File: config.mk
export PLATFORM = sky130hd
export DESIGN_NAME = bounce_gen
export DESIGN_NICKNAME = d
export VERILOG_FILES = /design/src/rtl/bounce_gen_pkg.sv /design/src/rtl/bounce_lfsr.sv /design/src/rtl/bounce_gen.sv
export SDC_FILE = /design/constraint.sdc
export NUM_CORES = 1
export LEC_CHECK = 0
export CAP_MARGIN = 10
export CELL_PAD_IN_SITES_DETAIL_PLACEMENT = 0
export CELL_PAD_IN_SITES_GLOBAL_PLACEMENT = 2
export CORE_MARGIN = 2
export CORE_UTILIZATION = 38
export CTS_CLUSTER_DIAMETER = 200
export DETAILED_ROUTE_END_ITERATION = 8
export PLACE_DENSITY = 0.89
export SLEW_MARGIN = 40
export SYNTH_ARGS = -nofsm -noshare
export SYNTH_HDL_FRONTEND = slang
export SYNTH_SLANG_ARGS = --single-unit
File: constraint.sdc
create_clock -name clk_i -period 3.1 [get_ports clk_i]
set_input_delay 0.62 -clock clk_i [delete_from_list [all_inputs] [get_ports clk_i]]
set_output_delay 0.62 -clock clk_i [all_outputs]
set_load 0.02 [all_outputs]
File: src/rtl/bounce_gen_pkg.sv
// Shared types, constants and LFSR step function for the bounce_gen switch emulator.
// Latency: n/a (declarations only).
// Backpressure: n/a.
package bounce_gen_pkg;

  // Transition sequencer states
  typedef enum logic [1:0] {
    IDLE,
    BOUNCE,
    SETTLE
  } state_t;

  // Galois feedback taps (right-shifting form)
  localparam logic [15:0] LFSR_POLY         = 16'hB400;
  localparam logic [15:0] LFSR_DEFAULT_SEED = 16'hACE1;

  // One step of the 16-bit Galois LFSR: shift right, fold taps in when the bit shifted out is 1
  function automatic logic [15:0] lfsr_next(input logic [15:0] cur);
    logic [15:0] nxt;
    nxt = {1'b0, cur[15:1]};
    if (cur[0]) begin
      nxt = nxt ^ LFSR_POLY;
    end
    return nxt;
  endfunction

endpackage

File: src/rtl/bounce_lfsr.sv
// Free-running-on-demand 16-bit Galois LFSR that supplies random gap extensions.
// Latency: value_o updates one clock after step_i.
// Backpressure: none; holds its value whenever step_i is low.
module bounce_lfsr
  import bounce_gen_pkg::*;
#(
  parameter logic [15:0] SEED = LFSR_DEFAULT_SEED
) (
  input  logic        clk_i,
  input  logic        rst_i,
  input  logic        step_i,
  output logic [15:0] value_o
);

  // An all-zero state would lock the register up, so a zero seed becomes 1
  localparam logic [15:0] SEED_SAFE = (SEED == 16'h0000) ? 16'h0001 : SEED;

  logic [15:0] state_q;

  // Advance once per step request, hold otherwise; reset reloads the seed
  always_ff @(posedge clk_i) begin
    if (rst_i) begin
      state_q <= SEED_SAFE;
    end else if (step_i) begin
      state_q <= lfsr_next(state_q);
    end
  end

  assign value_o = state_q;

endmodule

File: src/rtl/bounce_gen.sv
// Mechanical-switch emulator: drives sw_o to a target through 2*BOUNCES glitch toggles, then settles and pulses done.
// Latency: sw_o follows level_i on the accepting edge; done_tick_o at E0 + sum(gaps) + SETTLE. Config macro: BOUNCE_GEN_RANDOM_EN.
// Backpressure: req_i is only accepted while idle (including the done cycle); requests while busy are dropped.
module bounce_gen
  import bounce_gen_pkg::*;
#(
  parameter int unsigned BOUNCES  = 4,
  parameter int unsigned MIN_GAP  = 10,
  parameter int unsigned GAP_BITS = 6,
  parameter int unsigned SETTLE   = 1000,
  parameter logic [15:0] SEED     = LFSR_DEFAULT_SEED
) (
  input  logic clk_i,
  input  logic rst_i,
  input  logic req_i,
  input  logic level_i,
  output logic sw_o,
  output logic busy_o,
  output logic done_tick_o
);

  // Toggle counter counts completed toggles 0..2*BOUNCES-1; keep at least one bit for the clean-edge build
  localparam int unsigned TOG_W = (BOUNCES > 0) ? $clog2(2 * BOUNCES + 1) : 1;
  localparam int unsigned SET_W = $clog2(SETTLE + 1);

  localparam logic [TOG_W-1:0] LAST_TOG    = (BOUNCES > 0) ? TOG_W'(2 * BOUNCES - 1) : '0;
  localparam logic [SET_W-1:0] SETTLE_LOAD = SET_W'(SETTLE);
  localparam logic [SET_W-1:0] SETTLE_LAST = SET_W'(1);

  state_t            state_q, state_d;
  logic              sw_q, sw_d;
  logic              busy_q, busy_d;
  logic              done_q, done_d;
  logic [31:0]       gap_q, gap_d;
  logic [TOG_W-1:0]  tog_q, tog_d;
  logic [SET_W-1:0]  set_q, set_d;

  logic              lfsr_step;
  logic [GAP_BITS-1:0] rnd;
  logic [31:0]       gap_new;

`ifdef BOUNCE_GEN_RANDOM_EN
  logic [15:0] lfsr_val;
  logic        unused_lfsr;

  bounce_lfsr #(
    .SEED (SEED)
  ) u_lfsr (
    .clk_i   (clk_i),
    .rst_i   (rst_i),
    .step_i  (lfsr_step),
    .value_o (lfsr_val)
  );

  assign rnd         = lfsr_val[GAP_BITS-1:0];
  // Upper LFSR bits only feed the feedback path, not the gap
  assign unused_lfsr = ^lfsr_val;
`else
  logic unused_cfg;

  // Deterministic build: every gap is exactly MIN_GAP and there is no LFSR
  assign rnd        = '0;
  assign unused_cfg = ^{SEED, lfsr_step};
`endif

  // Gap for the level that starts now; each level is held exactly this many cycles
  assign gap_new = 32'(MIN_GAP) + 32'(rnd);

  // Next-state and datapath update for the accept / bounce / settle sequence
  always_comb begin
    state_d   = state_q;
    sw_d      = sw_q;
    busy_d    = busy_q;
    done_d    = 1'b0;
    gap_d     = gap_q;
    tog_d     = tog_q;
    set_d     = set_q;
    lfsr_step = 1'b0;

    unique case (state_q)
      IDLE: begin
        if (req_i) begin
          // Target level appears immediately, even if it equals the current level
          sw_d   = level_i;
          busy_d = 1'b1;
          if (BOUNCES > 0) begin
            state_d   = BOUNCE;
            gap_d     = gap_new;
            tog_d     = '0;
            lfsr_step = 1'b1;
          end else begin
            state_d = bounce_gen_pkg::SETTLE;
            set_d   = SETTLE_LOAD;
          end
        end
      end

      BOUNCE: begin
        if (gap_q == 32'd1) begin
          sw_d = ~sw_q;
          if (tog_q == LAST_TOG) begin
            // Even toggle count: sw_o is back on target, start the clean hold
            state_d = bounce_gen_pkg::SETTLE;
            set_d   = SETTLE_LOAD;
          end else begin
            tog_d     = tog_q + 1'b1;
            gap_d     = gap_new;
            lfsr_step = 1'b1;
          end
        end else begin
          gap_d = gap_q - 32'd1;
        end
      end

      bounce_gen_pkg::SETTLE: begin
        if (set_q == SETTLE_LAST) begin
          // busy drops on the same edge that raises done, so a new request lands in the done cycle
          state_d = IDLE;
          busy_d  = 1'b0;
          done_d  = 1'b1;
        end else begin
          set_d = set_q - 1'b1;
        end
      end

      default: begin
        state_d = IDLE;
        busy_d  = 1'b0;
      end
    endcase
  end

  // State and datapath registers; reset aborts any transition without a done pulse
  always_ff @(posedge clk_i) begin
    if (rst_i) begin
      state_q <= IDLE;
      sw_q    <= 1'b0;
      busy_q  <= 1'b0;
      done_q  <= 1'b0;
      gap_q   <= '0;
      tog_q   <= '0;
      set_q   <= '0;
    end else begin
      state_q <= state_d;
      sw_q    <= sw_d;
      busy_q  <= busy_d;
      done_q  <= done_d;
      gap_q   <= gap_d;
      tog_q   <= tog_d;
      set_q   <= set_d;
    end
  end

  assign sw_o        = sw_q;
  assign busy_o      = busy_q;
  assign done_tick_o = done_q;

endmodule

; ---- Word level (Yosys, flattened, before mapping)
; Cells that the tools add are included.
[classes]
addsub = 3
eq_ne = 12
n_mux = 24
bitwise_logic = 3
reduce_logical = 10
[ops]
columns = cell, count
row1 = $mux 32, 3
row2 = $pmux 32 s2, 1
row3 = $eq 32x1->1 const B, 1
row4 = $sub 32x1->32 const B, 1
row5 = $mux 10, 3
row6 = $pmux 10 s2, 1
row7 = $mux 4, 3
row8 = $ne 2x2->1 const B, 6
row9 = $reduce_and 4->1, 3
row10 = $eq 10x1->1 const B, 1
row11 = $sub 10x1->10 const B, 1
row12 = $reduce_and 3->1, 3
row13 = $mux 2, 4
row14 = $pmux 4 s2, 1
row15 = $pmux 2 s3, 1
row16 = $mux 1, 5
row17 = $add 4x1->4 const B, 1
row18 = $eq 4x3->1 const B, 1
row19 = $reduce_bool 2->1, 2
row20 = $ne 3x3->1 const B, 1
row21 = $not 1->1, 3
row22 = $pmux 1 s3, 1
row23 = $eq 2x1->1 const B, 1
row24 = $eq 2x2->1 const B, 1
row25 = other kinds (3), 3
[totals]
regBits = 51
in_bits = 4
elab_cells = 59

; ---- Logic depth before layout (Yosys ltp)
[logic_depth]
ltp_word = 4
depth_mapped = 9
ltp_nobuf = 7

; ---- Least setup slack after synthesis
; OpenSTA, ideal clock, no wires.
[synth_timing]
kind = register to register
from = register gap_q[24]
to = register gap_q[3]
setup_ps = 115
t_arrival_ps = 2258
path_slack_ps = 727
path_stages_with_launch = 9
path_buffers = 3
period_less_slack_ps = 2373
cell_sequence = dfxtp_1 or4_1 buf_2 or4_4 nor4_2 buf_6 buf_8 a211oi_1 o21a_1
[synth_between]
elab_chain_len = 3
word_cells_on_any_way = 5
cone_classes = eq/ne (2) / mux (2) / reduce/logical (1)
[synth_lines]
columns = element, line_no
row1 = start: declaration, bounce_gen.sv:34  ; logic [31:0] gap_q, gap_d;
row2 = start signal: assignment, bounce_gen.sv:148  ; gap_q <= gap_d;
row3 = $eq 32x1->1 (*), bounce_gen.sv:99  ; if (gap_q == 32'd1) begin
row4 = $ne 3x3->1 (no line) / $mux 32 (equally long branches), -
row5 = $reduce_and 3->1 (no line) / $pmux 32 s2 (equally long branches), -
; Mark *: on every way between the ends. The rest lies on a longest branch, timed or not.
; A chain may end at the register's enable or synchronous reset.

; ---- Worst setup path in the final report
[layout_timing]
from = register gap_q[24]
to = register gap_q[23]
; The elaborated chain is that of the path after synthesis.

==> impl_metrics.csv <==
group,metric,value,unit
clocking,cts_hold_buf,0,
synth,ys_ff_latch,51,
synth,syn_inst,336,
synth,yosys_warnings,0,
global_route,grt_max_degree,28,
critical_path,r2r_start,"gap_q[24]",
critical_path,crit_start,"gap_q[24]",
detailed_routing,highest-signal-layer,"met4",
detailed_routing,met3_length,160,um
critical_path,path_class,"reg -> reg",
clocking,cts_max_level,2,
finish,drive_gt1_share,9.14,%
synth,synthArstFlopShare,0,%
status,status,"completed",
critical_path,r2r-end,"gap_q[23]",
floorplan,pin_count,7,
detailed_routing,drt-total-wl,6600,um
clocking,cts_tree,"yes",
critical_path,crit_path_max_fanout,19,
clocking,clockBufferDepth,2,
clocking,clock_sinks,51,
sta,worstMarginPinSlew,0.754,ns
critical_path,slowest_delay,0.67,ns
detailed_routing,drtIter0Drc,107,
min_path,min_path_type,"reg -> reg",
floorplan,die_h,90.6,um
detailed_routing,vias,2575,
finish,areaGrowthSynthToFinish,8.88,%
critical_path,endpoint_kind,"register",
synth,netlist_area,2850,um2
sta,finalSetupViolCount,0,
finish,n_antenna_cell,0,
sta,relSlewSlack,49.2,%
global_route,overflow,0,
detailed_routing,ant_nets,0,
finish,final_cells,438,
sta,final-hold-violation-count,0,
floorplan,die_w,90.6,um
synth,synth_nets,345,
finish,multi_input_area,1690,um2
detailed_routing,routed-wl-met2,3120,um
finish,fin_nets,348,
sta,slew_viol_final,0,
critical_path,worstSetupEndpoint,"gap_q[23]",
power_and_ir_drop,power.density,552,nW/um2
placement,dp.cells,431,
sta,rsz0062_at_grt,"no",
floorplan,start_util,39.3,%
sta,setup-tns-final,0,ns
critical_path,startpoint_type,"register",
clocking,cts_resized,0,
min_path,worstHoldPathCells,2,
critical_path,ff2ff_path_depth,5,
detailed_routing,wl_per_cell,15.1,um
clocking,cts_root_buf,"clkbuf_8",
floorplan,die-area,8200,um2
placement,port_buffers,6,
synth,ys.flop_type,"dfxtp_1",
global_route,grt_pass1_wl,11400,um
power_and_ir_drop,totalPowerFinal,1.71,mW
synth,ys_seq_area_share,35.9,%
synth,syn_avg_cell_area,8.48,um2
synth,synth_edf_count,0,
floorplan,rows,31,
detailed_routing,met1_length,3260,um
critical_path,worstPathRequired,3.29,ns
clocking,cts_setup_buffers,0,
synth,synth_cell_type_count,57,
placement,post-dp-hpwl,4700,um
finish,seq_area,1020,um2
detailed_routing,vias_per_cell,5.88,
power_and_ir_drop,p_leak,1.05,nW
sta,finClkSkew,0.00370,ns
detailed_routing,firstDrtPassIters,5,
sta,fmax,377,MHz
critical_path,cpMaxStageDelayCell,"or4_1",
clocking,clk_latency,0.30,ns
floorplan,core-area,7250,um2
power_and_ir_drop,irDropWorstVdd,196,uV
global_route,groute.usage.overall,16.6,%
clocking,cts_buffers,5,
clocking,path_clk_slew,0.09,ns
sta,fin_crit_sh,85.7,%
finish,n_fill_cell,738,
global_route,grt_pass1_vias,2389,
detailed_routing,drc,0,
sta,fin_crit,2.66,ns
critical_path,r2r_slack,0.44,ns
job,max_cap_viol_count,0,
global_route,antenna_found_initial,0,
critical_path,path_cells,"or4_1 -> or4b_4 -> o311ai_4 -> or2_2 -> a21oi_1",
critical_path,crit_arrival,2.84,ns
placement,routabilityCongestion,0.761,
state kept, by name (all words and copies together), names as in the netlist:
register,flops
gap_q,32
set_q,10
busy_o,1
sw_o,1
state_q,2
tog_q,4
done_tick_o,1
worst min path at each step:
stage	from	slack, ns	endpoint
after floorplan	gap_q[31]	0.45	gap_q[31]
after global placement	gap_q[23]	0.46	gap_q[23]
after detailed placement	gap_q[23]	0.47	gap_q[23]
after CTS	gap_q[23]	0.48	gap_q[23]
after global routing	gap_q[31]	0.51	gap_q[31]
final	gap_q[31]	0.48	gap_q[31]
synthesized netlist by cell type, types with 2 or more instances:
cell	instances	area share [%]
nand4b_1	7	2.2
dfxtp_1	51	36
xnor2_1	2	0.62
a21oi_2	4	1.2
mux2i_1	4	1.4
o21a_1	2	0.53
nor4_1	7	1.5
nor4b_1	2	0.62
inv_1	11	1.4
clkbuf_1	9	1.2
a31oi_1	6	1.3
nor4_2	3	1.3
nand3b_1	2	0.53
a211oi_1	2	0.53
buf_6	2	0.79
buf_2	4	0.70
o21ai_1	2	0.35
a21oi_1	34	6.0
nor2_1	21	2.8
o31ai_1	21	5.5
o41ai_1	4	1.2
nor3_1	12	2.1
o21ai_0	3	0.53
or4_1	22	5.8
nand3_1	10	1.8
nand2b_1	6	1.3
a21o_1	2	0.53
nor2b_1	4	0.88
xor2_1	5	1.5
nand4_1	9	2.0
or2_2	4	0.88
or3_1	11	2.4
ha_1	5	2.2
nand2_1	20	2.6
metrics by stage:
stage / hold slack [ns] / setup slack (ns) / util, % / area [um2]
6_report: 0.481 / 0.445 / 42.7 / 3100
5_1_grt: 0.508 / 0.318 / 42.7 / 3100
4_1_cts: 0.482 / 0.453 / 42.7 / 3100
3_5_place_dp: 0.474 / 0.437 / 41.3 / 3000
3_3_place_gp: 0.465 / 0.498 / 41.3 / 3000
2_1_floorplan: 0.447 / 0.727 / - / 2850
kinds of logic after synthesis:
logic type | share of synthesized area, %
flip-flops | 35.9
adder cells (fa/ha/maj) | 2.20
XOR/XNOR | 2.15
AND/OR/NAND/NOR | 32.4
AO/OA/AOI/OAI | 21.0
multiplexers | 1.41
buffers and inverters | 5.05
where the power goes:
group | total (mW) | switching [mW] | internal (mW)
sequential | 0.745 | 0.0456 | 0.699
clock | 0.455 | 0.218 | 0.237
combinational | 0.512 | 0.326 | 0.185
total | 1.71 | 0.590 | 1.12
area by class of cell:
type,instances,share of cell area (%)
Sequential cell,51,32.9
Timing Repair Buffer,14,3.87
Multi-Input combinational cell,256,54.6
Clock buffer,6,2.34
Tap cell,99,4.00
Clock inverter,1,0.969
Inverter,11,1.33
routing by layer:
layer	vias to the layer above	track usage, %
met4	0	5.26
met2	34	26.7
met5	-	0
li1	1303	-
met1	1230	22.6
met3	8	2.84
layout by cell type, fill, tap and decap left out, types with 2 or more instances in the layout:
| cell type | count |
|---|---|
| or4_1 | 22 |
| o31ai_1 | 21 |
| a21o_1 | 2 |
| nor4b_1 | 2 |
| o21ai_0 | 3 |
| ha_1 | 5 |
| nand4_1 | 9 |
| o21a_1 | 2 |
| nor2_1 | 21 |
| nor2b_1 | 4 |
| nor4_1 | 7 |
| a21oi_2 | 4 |
| a31oi_1 | 6 |
| dfxtp_1 | 51 |
| nor4_2 | 2 |
| xnor2_1 | 2 |
| mux2i_1 | 4 |
| nand3_1 | 10 |
| nand2b_1 | 6 |
| or3_1 | 11 |
| clkbuf_8 | 5 |
| xor2_1 | 5 |
| o41ai_1 | 4 |
| o21ai_1 | 2 |
| clkdlybuf4s50_1 | 6 |
| a211oi_1 | 2 |
| a21oi_1 | 34 |
| nand3b_1 | 2 |
| nand2_1 | 20 |
| inv_1 | 11 |
| or2_2 | 4 |
| nand4b_1 | 7 |
| buf_4 | 8 |
| nor3_1 | 12 |
critical path: cells and delay by family, from the launching register on:
kind             cells  cell delay [ns]
AND/OR/NAND/NOR      3             1.49
AO/OA/AOI/OAI        2             0.70
flip-flops           1             0.35
Power figures use the tool's default switching activity.
